==> config.mk <==
export PLATFORM = sky130hd
export DESIGN_NAME = sram_arbiter_flat
export DESIGN_NICKNAME = d
export VERILOG_FILES = /design/src/rtl/p3p_pkg.sv /design/src/rtl/sram_arbiter_if.sv /design/src/rtl/rr_select.sv /design/src/rtl/sram_arbiter.sv /design/src/flat_wrapper.sv
export SDC_FILE = /design/constraint.sdc
export NUM_CORES = 1
export LEC_CHECK = 0
export CAP_MARGIN = 10
export CORE_MARGIN = 2
export CORE_UTILIZATION = 38
export DETAILED_ROUTE_END_ITERATION = 8
export HOLD_SLACK_MARGIN = 0.12
export PLACE_DENSITY = 0.8
export SYNTH_ARGS = -nofsm -noshare
export SYNTH_HDL_FRONTEND = slang
export SYNTH_SLANG_ARGS = --single-unit
==> constraint.sdc <==
create_clock -name clk -period 2 [get_ports clk]
set_input_delay 0.6 -clock clk [delete_from_list [all_inputs] [get_ports clk]]
set_output_delay 0.6 -clock clk [all_outputs]
set_load 0.01 [all_outputs]
==> src/rtl/p3p_pkg.sv <==
// Shared p3p datapath types: the signed sample word, SRAM geometry and the
// arbiter's state encoding.
package p3p_pkg;
  typedef logic signed [15:0] num;

  localparam int SRAM_ADDR_W = 21;

  typedef enum logic [1:0] {
    ST_IDLE,
    ST_ISSUE,
    ST_WAIT,
    ST_DONE
  } arb_state_t;

  // Width of a requester index; never narrower than one bit.
  function automatic int idx_w(input int n);
    return (n > 1) ? $clog2(n) : 1;
  endfunction
endpackage

==> src/rtl/sram_arbiter_if.sv <==
// Requester-side bus of the SRAM arbiter: per-requester level requests in,
// one-hot grant/completion and shared read data out.
interface sram_arbiter_if import p3p_pkg::*; #(
  parameter int N_REQ  = 2,
  parameter int ADDR_W = SRAM_ADDR_W
);
  logic [N_REQ-1:0]             req_read;
  logic [N_REQ-1:0]             req_write;
  logic [N_REQ-1:0][ADDR_W-1:0] req_addr;
  num   [N_REQ-1:0]             req_wdata;
  logic [N_REQ-1:0]             grant;
  logic [N_REQ-1:0]             req_done;
  num                           req_rdata;

  modport master (
    output req_read, req_write, req_addr, req_wdata,
    input  grant, req_done, req_rdata
  );

  modport slave (
    input  req_read, req_write, req_addr, req_wdata,
    output grant, req_done, req_rdata
  );
endinterface

==> src/rtl/rr_select.sv <==
// Combinational round-robin pick: the first active request after `last`,
// wrapping modulo N_REQ, as one-hot, index and valid flag.
module rr_select import p3p_pkg::*; #(
  parameter  int N_REQ = 2,
  localparam int IDX_W = idx_w(N_REQ)
) (
  input  logic [N_REQ-1:0] req,
  input  logic [IDX_W-1:0] last,
  output logic [N_REQ-1:0] winner,
  output logic [IDX_W-1:0] winner_idx,
  output logic             valid
);
  logic [IDX_W-1:0] pos;

  always_comb begin
    winner     = '0;
    winner_idx = '0;
    valid      = 1'b0;
    pos        = '0;
    for (int k = 1; k <= N_REQ; k++) begin
      pos = IDX_W'((int'(last) + k) % N_REQ);
      if (!valid && req[pos]) begin
        winner[pos] = 1'b1;
        winner_idx  = pos;
        valid       = 1'b1;
      end
    end
  end
endmodule

==> src/rtl/sram_arbiter.sv <==
// Round-robin arbiter serialising single-word requester transactions onto the
// one SRAM access port; one transaction in flight, never pipelined.
module sram_arbiter import p3p_pkg::*; #(
  parameter int N_REQ  = 2,
  parameter int ADDR_W = SRAM_ADDR_W
) (
  input  logic              clk,
  input  logic              reset,
  sram_arbiter_if.slave     bus,
  output logic [ADDR_W-1:0] data_addr,
  output num                data_out,
  output logic              read_data,
  output logic              write_data,
  input  num                data_in,
  input  logic              sram_ready,
  input  logic              sram_idle
);
  localparam int IDX_W = idx_w(N_REQ);

  arb_state_t       state;
  logic [IDX_W-1:0] last;
  logic             is_read;
  logic [N_REQ-1:0] req_any;
  logic [N_REQ-1:0] pick;
  logic [IDX_W-1:0] pick_idx;
  logic             pick_vld;

  assign req_any = bus.req_read | bus.req_write;

  rr_select #(.N_REQ(N_REQ)) u_sel (
    .req        (req_any),
    .last       (last),
    .winner     (pick),
    .winner_idx (pick_idx),
    .valid      (pick_vld)
  );

  always_ff @(posedge clk) begin
    if (reset) begin
      state         <= ST_IDLE;
      bus.grant     <= '0;
      bus.req_done  <= '0;
      bus.req_rdata <= '0;
      read_data     <= 1'b0;
      write_data    <= 1'b0;
      data_addr     <= '0;
      data_out      <= '0;
      is_read       <= 1'b0;
      last          <= IDX_W'(N_REQ - 1);
    end else begin
      case (state)
        ST_IDLE: begin
          if (sram_idle && pick_vld) begin
            // A requester raising both directions is served as a read.
            is_read    <= bus.req_read[pick_idx];
            read_data  <= bus.req_read[pick_idx];
            write_data <= ~bus.req_read[pick_idx];
            data_addr  <= bus.req_addr[pick_idx];
            data_out   <= bus.req_wdata[pick_idx];
            bus.grant  <= pick;
            last       <= pick_idx;
            state      <= ST_ISSUE;
          end
        end
        ST_ISSUE: begin
          read_data  <= 1'b0;
          write_data <= 1'b0;
          state      <= ST_WAIT;
        end
        ST_WAIT: begin
          if (sram_ready) begin
            if (is_read) bus.req_rdata <= data_in;
            bus.req_done <= bus.grant;
            state        <= ST_DONE;
          end
        end
        ST_DONE: begin
          bus.req_done <= '0;
          bus.grant    <= '0;
          state        <= ST_IDLE;
        end
        default: state <= ST_IDLE;
      endcase
    end
  end
endmodule

==> src/flat_wrapper.sv <==
// flat-port wrapper written by rule: the top's interface ports become plain ports
module sram_arbiter_flat import p3p_pkg::*;
#(
  parameter int N_REQ  = 2,
  parameter int ADDR_W = SRAM_ADDR_W
)
  (clk, reset, data_addr, data_out, read_data, write_data, data_in, sram_ready, sram_idle, bus_req_read, bus_req_write, bus_req_addr, bus_req_wdata, bus_grant, bus_req_done, bus_req_rdata);
  sram_arbiter_if #(.N_REQ(N_REQ), .ADDR_W(ADDR_W)) bus_i ();
  input  logic clk;
  input  logic reset;
  output logic [ADDR_W-1:0] data_addr;
  output num data_out;
  output logic read_data;
  output logic write_data;
  input  num data_in;
  input  logic sram_ready;
  input  logic sram_idle;
  input wire logic [$bits(bus_i.req_read)-1:0] bus_req_read;
  input wire logic [$bits(bus_i.req_write)-1:0] bus_req_write;
  input wire logic [$bits(bus_i.req_addr)-1:0] bus_req_addr;
  input wire logic [$bits(bus_i.req_wdata)-1:0] bus_req_wdata;
  output wire logic [$bits(bus_i.grant)-1:0] bus_grant;
  output wire logic [$bits(bus_i.req_done)-1:0] bus_req_done;
  output wire logic [$bits(bus_i.req_rdata)-1:0] bus_req_rdata;
  assign bus_i.req_read = bus_req_read;
  assign bus_i.req_write = bus_req_write;
  assign bus_i.req_addr = bus_req_addr;
  assign bus_i.req_wdata = bus_req_wdata;
  assign bus_grant = bus_i.grant;
  assign bus_req_done = bus_i.req_done;
  assign bus_req_rdata = bus_i.req_rdata;
  sram_arbiter #(.N_REQ(N_REQ), .ADDR_W(ADDR_W)) u_core (.clk(clk), .reset(reset), .bus(bus_i), .data_addr(data_addr), .data_out(data_out), .read_data(read_data), .write_data(write_data), .data_in(data_in), .sram_ready(sram_ready), .sram_idle(sram_idle));
endmodule
# After elaboration in Yosys (flattened, before gate mapping)
# Cells that the tools add are included.
[word_totals] register_bits=63 latch_bits=0 mem_bits_rw=0 mem_bits_ro=0 input_bits=98 output_inout_bits=59 wordCells=71 memories=0
[classes] add_sub_neg=2 multipliers=0 n_div=0 n_lt_le_gt_ge=5 n_eq_ne=5 n_shift=0 mux=31 bitwise_logic=3 n_reduce_logical=15
[op_table] cell="$mux W21" n=2
[op_table] cell="$mux W16" n=2
[op_table] cell="$mux W1" n=14
[op_table] cell="$mux W2" n=6
[op_table] cell="$reduce_and A2 Y1" n=5
[op_table] cell="$pmux W2 S2" n=2
[op_table] cell="$pmux W2 S4" n=1
[op_table] cell="$lt A1 B2 Y1 const B" n=3
[op_table] cell="$reduce_bool A2 Y1" n=3
[op_table] cell="$eq A2 B2 Y1 const B" n=2
[op_table] cell="$logic_and A1 B1 Y1" n=4
[op_table] cell="$or A2 B2 Y2" n=2
[op_table] cell="$pmux W1 S2" n=2
[op_table] cell="$reduce_and A3 Y1" n=1
[op_table] cell="$add A1 B1 Y1 const B" n=2
[op_table] cell="$demux W1 S1" n=2
[op_table] cell="$eq A2 B1 Y1 const B" n=1
[op_table] cell="$ge A1 B1 Y1 const B" n=2
[op_table] cell="$logic_not A2 Y1" n=1
[op_table] cell="$ne A2 B1 Y1 const B" n=1
[op_table] cell="$ne A2 B2 Y1 const B" n=1
[op_table] cell="$logic_not A1 Y1" n=1
[op_table] cell="$not A1 Y1" n=1

# Longest topological paths before layout
[logic_depth] word_depth=12 ltp_mapped=7 depth_no_buf=6

# Modules after synthesis
# From an unflattened synthesis, not the netlist that was laid out.
[hier_totals] hier_cells=297 area_unflattened_um2=2957.8
[modules_own_cells] mod="sram_arbiter" instances=1 cells_each=292 area_per_inst_um2=2925.3 seq_area_each_um2=1261.2
[modules_own_cells] mod="rr_select" instances=1 cells_each=5 area_per_inst_um2=32.5 seq_area_each_um2=0.0

# Least setup slack after synthesis
# OpenSTA, ideal clock, no wires.
[synth_path] path_type="in2reg" start="in bus_req_read[1]" end="reg u_core.last" setup_ns=0.120 t_arrival_ns=1.482 required_ns=1.880 path_slack_ns=0.399 path_stages=4 n_path_buf=0 cell_sequence="o41ai_4 or2_2 nor2_1 a211o_1"
[synth_via] elab_chain_cells=9 word_cells_on_any_way=13 classes_between="mux (8); bitwise (1); reduce/logical (4)"
[synth_rtl] element="start: declaration" line_no="flat_wrapper.sv:18" source="input wire logic [$bits(bus_i.req_read)-1:0] bus_req_read;"
[synth_rtl] element="$or A2 B2 Y2 *" line_no="sram_arbiter.sv:28" source="assign req_any = bus.req_read | bus.req_write;"
[synth_rtl] element="$mux W1 (not written as such) (2 in a row)" line_no="rr_select.sv:22" source="if (!valid && req[pos]) begin"
[synth_rtl] element="$mux W1" line_no="rr_select.sv:22"
[synth_rtl] element="$logic_not A1 Y1" line_no="rr_select.sv:22"
[synth_rtl] element="$logic_and A1 B1 Y1" line_no="rr_select.sv:22"
[synth_rtl] element="$mux W1" line_no="rr_select.sv:22"
[synth_rtl] element="$logic_and A1 B1 Y1" line_no="sram_arbiter.sv:53" source="if (sram_idle && pick_vld) begin"
[synth_rtl] element="$reduce_and A2 Y1 (no line)"
[synth_rtl] element="end signal: assignment" line_no="sram_arbiter.sv:49" source="last <= IDX_W'(N_REQ - 1);"
[synth_rtl] element="end signal: assignment" line_no="sram_arbiter.sv:61" source="last <= pick_idx;"
[synth_rtl] element="end: declaration" line_no="sram_arbiter.sv:21" source="logic [IDX_W-1:0] last;"
# Every way passes the cells marked *; elsewhere a longest branch is shown, timed or not. The select of a mux whose other input is x is not followed.
# A chain may end at the register's enable or synchronous reset.

# Worst setup path in the final report
[layout_path] start="in bus_req_read[1]" end="reg u_core.data_out[1]"
[layout_via] elab_chain_cells=9 word_cells_on_any_way=15 classes_between="mux (10); bitwise (1); reduce/logical (4)"
[layout_rtl] element="$or A2 B2 Y2 *" line_no="sram_arbiter.sv:28"
[layout_rtl] element="$mux W1 (not written as such) (2 in a row)" line_no="rr_select.sv:22"
[layout_rtl] element="$mux W1" line_no="rr_select.sv:22"
[layout_rtl] element="$logic_not A1 Y1" line_no="rr_select.sv:22"
[layout_rtl] element="$logic_and A1 B1 Y1" line_no="rr_select.sv:22"
[layout_rtl] element="$mux W1" line_no="rr_select.sv:22"
[layout_rtl] element="$mux W16 (not written as such) or $logic_and A1 B1 Y1 (tied branches)" line_no="sram_arbiter.sv:59, sram_arbiter.sv:53"
[layout_rtl] element="$mux W16 (not written as such) or $reduce_and A2 Y1 (tied branches)"
[layout_rtl] element="end signal: assignment" line_no="sram_arbiter.sv:59" source="data_out <= bus.req_wdata[pick_idx];"
[layout_rtl] element="end: declaration" line_no="sram_arbiter.sv:11" source="output num data_out,"
# Marks and branches as above.

==> impl_metrics.ini <==
[sta]
finalSetupViolCount = 0
slew_violations = 0
slew_headroom = 0.6906
tightestPinTransition_ps = 463.5
rsz0062_at_grt = no
period_needed_ps = 1930
skew_ps = 5.460
max_freq_mhz = 518.2
hold_violations = 0
fin_crit_sh = 0.9649

[drt]
drc = 0
wl_per_cell_um = 13.87
via_count = 2679
ant_nets = 0
wirelength_mm = 7.780
wl_met3_um = 557
dr_wl_met2_mm = 3.932
via_per_inst = 4.775
maxUsedRoutingLayer = met4
met1_length_mm = 3.194
initialDrtViolationCount = 67
first_pass_iters = 4

[final_layout]
final_nets = 563
fin_cells = 561
areaGrowthSynthToFinish_pct = 71.66
stdcell_area_um2 = 4646
drive_gt1_frac = 0.08817
fillers = 565
diodes = 0

[setup_path]
worstSetupEndpointType = register
crit_type = in -> reg
path_delay_family = buffers and inverters
cp_slowest_stage_delay_ps = 460
start_kind = primary input
cp_max_fo = 30
cpMostUsedCell = buf_4
critPathBufInv = 3
cp_data_required_time_ps = 2200
worstPathCellList = clkdlybuf4s50_1 -> o41ai_4 -> buf_4 -> nor2_4 -> buf_4 -> o21ai_0 -> a21oi_1
slowest_stage = clkdlybuf4s50_1
crit_arrival_ps = 2130

[die]
die_w_um = 88.39
core_um2 = 6832
dieArea_um2 = 7813
initial_utilization = 0.3962
die_h_um = 88.39
pin_count = 157
num_rows = 30

[synthesis]
synth-async-reset-ratio = 0
syn_area_per_cell_um2 = 9.143
synth_ff_type = dfxtp_1
synthesis.instances = 296
syn_nets = 399
yosys_warnings = 0
synth_area_um2 = 2706
synth_seq_cells = 63
synth_seq_area_share = 0.4660
yosysUniqueCellTypes = 34
synth_edf_count = 0

[flow_run]
maxCapViolations = 0

[cts]
root_buffer = clkbuf_8
cts_buffers = 9
clock_latency_ps = 330
htreeDepth = 3
clock_path_buffers = 2
cts_hold_buf = 0
clk_pin_slew_worst_paths_ps = 60
cts_tree = done
clock_sinks = 63

[grt]
grt_pass1_vias = 2633
antenna_found_initial = 0
grt_usage = 0.1922
grt_pass1_wl_mm = 11.83
overflow = 0
grt_max_degree = 31

[pwr]
leakagePower_nw = 1.900
p_total_mw = 4.448
p_per_area_nw_per_um2 = 957.4
ir_worst_vdd_mv = 0.5197

[place]
place_hpwl_mm = 6.070
port_buffers = 156
place_congestion = 0.8646
place_inst = 545
place_area_um2 = 4437

[run_status]
status = complete, no violations

[min_path]
min_path_type = reg -> reg
==> per-layer routing <==
metal | track usage | vias up
li1 | - | 1368
met1 | 0.2102 | 1216
met2 | 0.3568 | 90
met3 | 0.04757 | 5
met4 | 0.07163 | 0
met5 | 0 | -
==> power breakdown <==
group	switching (mW)	total (mW)	internal, mW
Combinational	0.774	1.68	0.908
Clock	0.450	1.12	0.674
Sequential	0.136	1.64	1.51
==> worst paths after layout <==
kind                            cells after the start  slack (ps)                      from                  endpoint
worst max-delay path                                7          70           bus_req_read[1]        u_core.data_out[1]
worst min-delay path                                2         450  u_core.bus.req_rdata[11]  u_core.bus.req_rdata[11]
worst max register to register                      6         330           u_core.state[0]               u_core.last
worst min register to register                      2         450  u_core.bus.req_rdata[11]  u_core.bus.req_rdata[11]
==> placed cells by master (no fill, tap or decap), types with 2 or more instances in the layout <==
master | synthesis | layout
clkdlybuf4s50_1 | 0 | 156
ha_1 | 5 | 5
a22oi_1 | 2 | 2
buf_4 | 2 | 17
a31o_2 | 2 | 2
a21oi_1 | 56 | 56
o21ai_0 | 38 | 37
mux2i_1 | 39 | 39
clkinv_2 | 0 | 2
dfxtp_1 | 63 | 63
nand2_1 | 34 | 34
buf_12 | 0 | 2
nor2_1 | 10 | 10
nor2b_1 | 2 | 2
clkbuf_8 | 0 | 12
inv_1 | 5 | 5
==> cell families (layout without fill, tap and decap cells) <==
group	Yosys count	count (layout)	synth area share
flops	63	63	0.4660
fa+ha+maj	5	5	0.02312
mux	39	39	0.1442
compound gates	107	107	0.2238
simple gates	55	55	0.08738
buf+inv	27	196	0.05547
==> timing repair <==
item	in CTS	in global routing
setup endpoints to repair	0	1
gates resized for setup	0	1
setup buffers	0	0
==> cell usage after synthesis, types with 3 or more instances <==
library cell  number  area, um^2
clkbuf_1          11       41.29
nor2_1            10       37.54
nand2_1           34       127.6
ha_1               5       62.56
o21ai_0           38       190.2
a21oi_1           56       280.3
dfxtp_1           63        1261
buf_6              5       56.30
inv_1              5       18.77
mux2i_1           39       390.4
buf_2              3       15.01
==> through the flow <==
step	TNS, ps	util	worst slack (ps)	hold WS [ps]
global route	0	0.6800	6.254	471.4
CTS	0	0.6800	83.94	457.0
global placement	-8611	0.6495	-217.3	441.5
detailed placement	-9606	0.6495	-266.1	448.3
finish	0	0.6800	70.22	453.7
floorplan	0	-	398.6	474.7
==> cell type report <==
cell class              count  area [um^2]  area share
repair buffers            175         1729      0.3722
multi-input cells         206         1308      0.2814
flip-flops and latches     63         1261      0.2715
clock buffers              13        168.9     0.03636
well taps                  96        120.1     0.02586
clock inverters             3        40.04    0.008618
inverters                   5        18.77    0.004040
==> tightest hold or removal path: cells and delay by family (launching register included) <==
family | cells | cell delay [ps]
DFF | 1 | 310
and+or+nand+nor | 1 | 50
AOI/OAI and AO/OA | 1 | 50
==> registers in the layout, indices dropped and copies added, names as in the netlist <==
name	flops
u_core.bus.grant	2
u_core.bus.req_done	2
u_core.bus.req_rdata	16
u_core.data_addr	21
u_core.data_out	16
u_core.is_read	1
u_core.last	1
u_core.read_data	1
u_core.state	2
u_core.write_data	1
Note: power is estimated with default switching activity, not from simulation.
